### config.mk
export PLATFORM = sky130hd
export DESIGN_NAME = mem_access_flat
export DESIGN_NICKNAME = d
export VERILOG_FILES = /design/src/rtl/mem_access_if.sv /design/src/rtl/mem_access.sv /design/src/flat_wrapper.sv
export SDC_FILE = /design/constraint.sdc
export NUM_CORES = 1
export LEC_CHECK = 0
export ABC_AREA = 1
export CAP_MARGIN = 15
export CORE_MARGIN = 3
export CORE_UTILIZATION = 42
export CTS_BUF_LIST = sky130_fd_sc_hd__clkbuf_4 sky130_fd_sc_hd__clkbuf_8 sky130_fd_sc_hd__clkbuf_16
export DETAILED_ROUTE_END_ITERATION = 12
export GPL_TIMING_DRIVEN = 0
export PLACE_DENSITY = 0.78
export SYNTH_ARGS = -nofsm -noshare
export SYNTH_HDL_FRONTEND = slang
export SYNTH_SLANG_ARGS = --single-unit
export TNS_END_PERCENT = 1
### constraint.sdc
create_clock -name clk -period 1.6 [get_ports clk]
set_input_delay 0.16 -clock clk [delete_from_list [all_inputs] [get_ports clk]]
set_output_delay 0.16 -clock clk [all_outputs]
set_load 0.005 [all_outputs]
### src/rtl/mem_access_if.sv
// Bundles the mem_access bus signals: upstream instruction record, data memory
// request/response, and the writeback record.
//   slave  : used by mem_access (consumes records, drives memory and writeback)
//   master : used by whatever sits around the stage (producer, memory, consumer)
interface mem_access_if #(
    parameter int unsigned ADDR_W = 32
);
    // Upstream instruction record
    logic              in_valid;
    logic              in_ready;
    logic              is_load;
    logic              is_store;
    logic [2:0]        funct3;
    logic [ADDR_W-1:0] alu_result;
    logic [31:0]       store_data;
    logic [4:0]        rd;
    // Data memory
    logic              mem_req;
    logic              mem_ready;
    logic [ADDR_W-3:0] mem_addr;
    logic [3:0]        mem_we;
    logic [31:0]       mem_wdata;
    logic              mem_rvalid;
    logic [31:0]       mem_rdata;
    // Writeback record
    logic              out_valid;
    logic              out_ready;
    logic [4:0]        out_rd;
    logic [31:0]       out_data;
    logic              out_we;
    logic              out_fault;

    modport slave (
        input  in_valid, is_load, is_store, funct3, alu_result, store_data, rd,
        output in_ready,
        output mem_req, mem_addr, mem_we, mem_wdata,
        input  mem_ready, mem_rvalid, mem_rdata,
        output out_valid, out_rd, out_data, out_we, out_fault,
        input  out_ready
    );

    modport master (
        output in_valid, is_load, is_store, funct3, alu_result, store_data, rd,
        input  in_ready,
        input  mem_req, mem_addr, mem_we, mem_wdata,
        output mem_ready, mem_rvalid, mem_rdata,
        input  out_valid, out_rd, out_data, out_we, out_fault,
        output out_ready
    );
endinterface

### src/rtl/mem_access.sv
// Load/store pipeline stage. Accepts one instruction record at a time, performs
// the data memory access for loads/stores (byte enables, lane replication, load
// alignment and extension), and presents one writeback record per instruction.
// Ports:
//   clk  : rising-edge clock
//   rst  : synchronous active-high reset
//   bus  : mem_access_if.slave (record in, memory request/response, writeback out)
module mem_access #(
    parameter int unsigned ADDR_W = 32
) (
    input logic         clk,
    input logic         rst,
    mem_access_if.slave bus
);
    typedef enum logic [1:0] {StIdle, StReq, StWait, StResp} state_e;

    state_e            state_q, state_d;
    logic              st_q;
    logic [2:0]        f3_q;
    logic [ADDR_W-1:0] addr_q;
    logic [31:0]       sdata_q;
    logic [4:0]        rd_q;
    logic [31:0]       out_data_q, out_data_d;
    logic              out_we_q, out_we_d;
    logic              out_fault_q, out_fault_d;

    // Decode of the record currently offered upstream.
    logic       can_accept, accept;
    logic       in_mem, illegal_ld, illegal_st, misalign, in_fault;
    logic [1:0] in_size;

    assign can_accept = (state_q == StIdle) || ((state_q == StResp) && bus.out_ready);
    assign accept     = bus.in_valid && can_accept;

    assign in_size    = bus.funct3[1:0];
    assign in_mem     = bus.is_load || bus.is_store;
    assign illegal_ld = bus.funct3 inside {3'b011, 3'b110, 3'b111};
    assign illegal_st = !(bus.funct3 inside {3'b000, 3'b001, 3'b010});
    assign misalign   = ((in_size == 2'b01) && bus.alu_result[0]) ||
                        ((in_size == 2'b10) && (bus.alu_result[1:0] != 2'b00));
    assign in_fault   = (bus.is_load && bus.is_store) ||
                        (bus.is_load && illegal_ld) ||
                        (bus.is_store && illegal_st) ||
                        (in_mem && misalign);

    // Load alignment: bring the addressed lane down to bit 0, then extend.
    logic [31:0] shifted, load_data;
    assign shifted = bus.mem_rdata >> {addr_q[1:0], 3'b000};

    always_comb begin
        case (f3_q)
            3'b000:  load_data = {{24{shifted[7]}}, shifted[7:0]};
            3'b001:  load_data = {{16{shifted[15]}}, shifted[15:0]};
            3'b100:  load_data = {24'b0, shifted[7:0]};
            3'b101:  load_data = {16'b0, shifted[15:0]};
            default: load_data = shifted;
        endcase
    end

    // Store lanes, little-endian.
    logic [3:0]  st_we;
    logic [31:0] st_wdata;

    always_comb begin
        case (f3_q[1:0])
            2'b00: begin
                st_we    = 4'b0001 << addr_q[1:0];
                st_wdata = {4{sdata_q[7:0]}};
            end
            2'b01: begin
                st_we    = 4'b0011 << addr_q[1:0];
                st_wdata = {2{sdata_q[15:0]}};
            end
            default: begin
                st_we    = 4'b1111;
                st_wdata = sdata_q;
            end
        endcase
    end

    // State register and latched record.
    always_ff @(posedge clk) begin
        if (rst) begin
            state_q     <= StIdle;
            st_q        <= 1'b0;
            f3_q        <= 3'b000;
            addr_q      <= '0;
            sdata_q     <= 32'h0;
            rd_q        <= 5'd0;
            out_data_q  <= 32'h0;
            out_we_q    <= 1'b0;
            out_fault_q <= 1'b0;
        end else begin
            state_q     <= state_d;
            out_data_q  <= out_data_d;
            out_we_q    <= out_we_d;
            out_fault_q <= out_fault_d;
            if (accept) begin
                st_q    <= bus.is_store;
                f3_q    <= bus.funct3;
                addr_q  <= bus.alu_result;
                sdata_q <= bus.store_data;
                rd_q    <= bus.rd;
            end
        end
    end

    // Next-state logic. An accepted record is resolved immediately for
    // pass-through values and faults; only legal memory ops go to REQ.
    always_comb begin
        state_d     = state_q;
        out_data_d  = out_data_q;
        out_we_d    = out_we_q;
        out_fault_d = out_fault_q;
        if (accept) begin
            if (!in_mem) begin
                state_d     = StResp;
                out_data_d  = 32'(bus.alu_result);
                out_we_d    = (bus.rd != 5'd0);
                out_fault_d = 1'b0;
            end else if (in_fault) begin
                state_d     = StResp;
                out_data_d  = 32'h0;
                out_we_d    = 1'b0;
                out_fault_d = 1'b1;
            end else begin
                state_d     = StReq;
            end
        end else begin
            case (state_q)
                StReq: begin
                    if (bus.mem_ready) begin
                        if (st_q) begin
                            state_d     = StResp;
                            out_data_d  = 32'h0;
                            out_we_d    = 1'b0;
                            out_fault_d = 1'b0;
                        end else begin
                            state_d = StWait;
                        end
                    end
                end
                StWait: begin
                    if (bus.mem_rvalid) begin
                        state_d     = StResp;
                        out_data_d  = load_data;
                        out_we_d    = (rd_q != 5'd0);
                        out_fault_d = 1'b0;
                    end
                end
                StResp: begin
                    if (bus.out_ready) state_d = StIdle;
                end
                default: ;
            endcase
        end
    end

    // Outputs: everything is zero outside the state that owns it.
    always_comb begin
        bus.in_ready  = can_accept;
        bus.mem_req   = 1'b0;
        bus.mem_addr  = '0;
        bus.mem_we    = 4'b0000;
        bus.mem_wdata = 32'h0;
        bus.out_valid = 1'b0;
        bus.out_rd    = 5'd0;
        bus.out_data  = 32'h0;
        bus.out_we    = 1'b0;
        bus.out_fault = 1'b0;
        case (state_q)
            StReq: begin
                bus.mem_req   = 1'b1;
                bus.mem_addr  = addr_q[ADDR_W-1:2];
                bus.mem_we    = st_q ? st_we : 4'b0000;
                bus.mem_wdata = st_q ? st_wdata : 32'h0;
            end
            StResp: begin
                bus.out_valid = 1'b1;
                bus.out_rd    = rd_q;
                bus.out_data  = out_data_q;
                bus.out_we    = out_we_q;
                bus.out_fault = out_fault_q;
            end
            default: ;
        endcase
    end
endmodule

### src/flat_wrapper.sv
// flat-port wrapper written by rule: the top's interface ports become plain ports
module mem_access_flat 
#(
    parameter int unsigned ADDR_W = 32
)
  (clk, rst, bus_in_valid, bus_is_load, bus_is_store, bus_funct3, bus_alu_result, bus_store_data, bus_rd, bus_in_ready, bus_mem_req, bus_mem_addr, bus_mem_we, bus_mem_wdata, bus_mem_ready, bus_mem_rvalid, bus_mem_rdata, bus_out_valid, bus_out_rd, bus_out_data, bus_out_we, bus_out_fault, bus_out_ready);
  mem_access_if #(.ADDR_W(ADDR_W)) bus_i ();
  input logic clk;
  input logic rst;
  input wire logic [$bits(bus_i.in_valid)-1:0] bus_in_valid;
  input wire logic [$bits(bus_i.is_load)-1:0] bus_is_load;
  input wire logic [$bits(bus_i.is_store)-1:0] bus_is_store;
  input wire logic [$bits(bus_i.funct3)-1:0] bus_funct3;
  input wire logic [$bits(bus_i.alu_result)-1:0] bus_alu_result;
  input wire logic [$bits(bus_i.store_data)-1:0] bus_store_data;
  input wire logic [$bits(bus_i.rd)-1:0] bus_rd;
  output wire logic [$bits(bus_i.in_ready)-1:0] bus_in_ready;
  output wire logic [$bits(bus_i.mem_req)-1:0] bus_mem_req;
  output wire logic [$bits(bus_i.mem_addr)-1:0] bus_mem_addr;
  output wire logic [$bits(bus_i.mem_we)-1:0] bus_mem_we;
  output wire logic [$bits(bus_i.mem_wdata)-1:0] bus_mem_wdata;
  input wire logic [$bits(bus_i.mem_ready)-1:0] bus_mem_ready;
  input wire logic [$bits(bus_i.mem_rvalid)-1:0] bus_mem_rvalid;
  input wire logic [$bits(bus_i.mem_rdata)-1:0] bus_mem_rdata;
  output wire logic [$bits(bus_i.out_valid)-1:0] bus_out_valid;
  output wire logic [$bits(bus_i.out_rd)-1:0] bus_out_rd;
  output wire logic [$bits(bus_i.out_data)-1:0] bus_out_data;
  output wire logic [$bits(bus_i.out_we)-1:0] bus_out_we;
  output wire logic [$bits(bus_i.out_fault)-1:0] bus_out_fault;
  input wire logic [$bits(bus_i.out_ready)-1:0] bus_out_ready;
  assign bus_i.in_valid = bus_in_valid;
  assign bus_i.is_load = bus_is_load;
  assign bus_i.is_store = bus_is_store;
  assign bus_i.funct3 = bus_funct3;
  assign bus_i.alu_result = bus_alu_result;
  assign bus_i.store_data = bus_store_data;
  assign bus_i.rd = bus_rd;
  assign bus_in_ready = bus_i.in_ready;
  assign bus_mem_req = bus_i.mem_req;
  assign bus_mem_addr = bus_i.mem_addr;
  assign bus_mem_we = bus_i.mem_we;
  assign bus_mem_wdata = bus_i.mem_wdata;
  assign bus_i.mem_ready = bus_mem_ready;
  assign bus_i.mem_rvalid = bus_mem_rvalid;
  assign bus_i.mem_rdata = bus_mem_rdata;
  assign bus_out_valid = bus_i.out_valid;
  assign bus_out_rd = bus_i.out_rd;
  assign bus_out_data = bus_i.out_data;
  assign bus_out_we = bus_i.out_we;
  assign bus_out_fault = bus_i.out_fault;
  assign bus_i.out_ready = bus_out_ready;
  mem_access #(.ADDR_W(ADDR_W)) u_core (.clk(clk), .rst(rst), .bus(bus_i));
endmodule
==> impl_metrics.csv <==
group,metric,value,unit
clock_network,clockRootBuffer,"clkbuf_16",
clock_network,cts_hold_buf,0,
finish,area_growth,55.5,%
hold_path,hold_path_class,"in -> reg",
routing,dr.pass1.iters,7,
finish,drive_gt1_share,25.8,%
finish,final_cell_count_no_fill,1554,
power,ir_worst_vdd,0.000847,V
finish,fillers,1298,
routing,drc,0,
clock_network,insertion_delay,0.37,ns
timing,rsz0062_at_grt,"true",
global_route,grt_overflow,0,
global_route,grt_pass1_vias,7179,
routing,final_antenna_net_count,0,
timing,max_freq,505,MHz
timing,fin_setup_tns,-24.95,ns
finish,seqCellArea,2190,sq um
place,dp_slack,-1.06,ns
finish,fin_util,68.0,%
synth,yosysTopAreaCell,"dfxtp_1",
timing,finClkSkew,0.00856,ns
synth,synth_area_per_cell,5.86,sq um
timing,slew_violations,0,
worst_setup_path,cp_slowest_cell,"dfxtp_4",
place,dp.cells,1506,
worst_setup_path,critical-path-max-stage-delay,0.40,ns
synth,synth_cell_types,28,
worst_setup_path,cp.arrival,2.24,ns
timing,worst_slack,-0.380,ns
global_route,antenna_found_initial,1,
place,dpl.hpwl,18900,microns
routing,avgRoutedWirePerCell,16.9,microns
global_route,grt_pass1_wl,38500,microns
global_route,grt_usage,29.5,%
routing,via_per_inst,5.23,
routing,vias,8127,
global_route,grt_max_degree,20,
clock_network,clk_pin_slew_worst_paths,0.08,ns
timing,fin_crit_sh,124,%
power,power.density,1500,nW/um^2
timing,tightest_slew,0.733,ns
timing,relSlewSlack,51.2,%
worst_setup_path,crit_chain,"ha_4 -> buf_12 -> nand2_4 -> nand2_4 -> nand2_4 -> nand2_2 -> nand2_2 -> nor2_4 -> buf_8 -> clkbuf_16 -> nand3_2 -> nor2_1 -> nor2_1",
power,leakage,5.23,nW
timing,whs,0.151,ns
floorplanning,die_height,130,microns
clock_network,clkSinkCount,109,
floorplanning,die_w,130,microns
clock_network,clockBufferDepth,2,
hold_path,holdPathStages,2,
finish,design_area,10100,sq um
floorplanning,core-area,14800,sq um
flow_run,maxCapViolations,0,
synth,yosys_warnings,0,
routing,drtIter0Drc,835,
worst_setup_path,critPathMaxFanout,7,
synth,yosysSeqAreaShare,33.7,%
floorplanning,die_area,16900,sq um
place,portBuffers,218,
status,outcome,"finished with violations",
floorplanning,rows,44,
place,place_congestion,0.970,
worst_setup_path,rr_worst_depth,13,
clock_network,cts_tree,"yes",
timing,final_hold_viol_count,0,
worst_setup_path,criticalPathCategory,"reg -> reg",
worst_setup_path,worstPathRequired,1.86,ns
synth,syn_nets,1221,
place,dpl_cell_area,8910,sq um
finish,multi_input_area,3880,sq um
timing,finalSetupViolCount,170,
floorplanning,initial_core_util,43.7,%
timing,min_period,1.98,ns
synth,netlist_area,6470,sq um
worst_setup_path,crit_path_start_kind,"flop",
synth,synthCells,1104,
clock_network,cts_made_buffers,9,
synth,synth_seq_cells,109,
worst_setup_path,critPathCaptureType,"flop",
power,total_power,15.1,mW
routing,wirelength,26300,microns
worst_setup_path,crit_top_cell,"nand2_4",
status,violations,"negative setup slack",
synth,synth.top_cell.area_share,33.7,%
synth,ys_top_cells_by_area,"dfxtp_1 (34%), nand2_1 (19%), nor2_1 (8.8%)",
finish,fin_nets,1481,
clock_network,htreeDepth,3,
floorplanning,io_pins,220,
[what timing repair did]
| action | 4_1_cts | 5_1_grt |
|---|---|---|
| resized for setup | 512 | 189 |
| hold endpoints to repair | 0 | 0 |
| cloned | 4 | 2 |
| pin swaps | 29 | 28 |
| setup endpoints to repair | 216 | 215 |
| setup buffers | 19 | 6 |
[layout make-up]
cell class,count,area share (%)
clock buffer,9,2.24
multi-input combinational,765,38.6
tap,184,2.29
clock inverter,7,0.597
inverter,154,6.02
sequential,109,21.8
antenna,1,0.0249
buffer,76,7.83
timing repair buffer,249,20.7
[kinds of logic (layout without fill, tap and decap cells)]
| group | Yosys count | count (layout) | synth area share (%) |
|---|---|---|---|
| AOI/OAI and AO/OA | 180 | 180 | 14.3 |
| adders and majority gates | 5 | 5 | 0.966 |
| buffers and inverters | 230 | 495 | 14.6 |
| DFF | 109 | 109 | 33.7 |
| other | 0 | 1 | 0 |
| and+or+nand+nor | 580 | 580 | 36.4 |
[final timing paths]
kind,from,to,slack (ns)
max,u_core.state_q[1],u_core.out_data_q[29],-0.38
min,rst,u_core.addr_q[17],0.15
max reg2reg,u_core.state_q[1],u_core.out_data_q[29],-0.38
min reg2reg,u_core.addr_q[23],u_core.addr_q[23],0.47
[synth_stat cells]
master and instances:
buf_2 25, a21oi_1 94, clkbuf_1 37, o22ai_1 15
nand3_1 89, nor2_4 1, inv_1 141, buf_1 5
inv_2 4, ha_1 5, nor2_2 2, a211oi_1 1
buf_4 5, dfxtp_1 109, nand3_4 2, nand3_2 1
o21ai_0 68, a21boi_1 1, clkinv_1 9, nor2_1 151
nand2_2 3, a21boi_0 1, nand2_1 326, nand3b_1 1
or2_2 1, buf_6 4, nand2_4 1, nor3_1 2
[metal layers]
layer | track usage [%] | share of wire (%) | vias to the layer above
met5 | 0 | 0 | -
met4 | 9.41 | 3.0 | 0
met3 | 5.24 | 8.8 | 67
met2 | 46.5 | 46 | 433
met1 | 40.9 | 42 | 3684
li1 | - | - | 3943
[critical path, delay by kind of cell (launching register included)]
family	cells	cell delay (ns)
adder cells (fa/ha/maj)	1	0.16
flip-flops	1	0.40
buffers and inverters	3	0.44
AND/OR/NAND/NOR	9	0.86
[power by group]
group	switching (mW)	internal, mW	total (mW)
Combinational	5.05	3.91	8.96
Clock	1.13	1.08	2.21
Sequential	0.500	3.43	3.93
Total	6.68	8.42	15.1
[flip-flops by register name, indices dropped and copies added (netlist names)]
signal	flops
u_core.f3_q	3
u_core.out_fault_q	1
u_core.out_data_q	32
u_core.st_q	1
u_core.rd_q	5
u_core.out_we_q	1
u_core.addr_q	32
u_core.state_q	2
u_core.sdata_q	32
[layout by cell type (no fill, tap or decap), types with 11 or more instances in the layout]
master | Yosys | layout
buf_8 | 0 | 20
nor2_2 | 2 | 22
clkbuf_2 | 0 | 35
nand3_2 | 1 | 11
buf_4 | 5 | 26
inv_1 | 141 | 128
nand3_1 | 89 | 73
dfxtp_1 | 109 | 104
clkbuf_1 | 37 | 15
o21ai_1 | 0 | 15
a21oi_1 | 94 | 88
inv_2 | 4 | 12
clkbuf_16 | 0 | 18
clkdlybuf4s50_1 | 0 | 110
o21ai_2 | 0 | 11
o21ai_0 | 68 | 42
nand2_1 | 326 | 288
nor2_1 | 151 | 124
buf_6 | 4 | 20
buf_2 | 25 | 71
nand2_2 | 3 | 35
No activity file was read; power rests on OpenSTA's default activity.
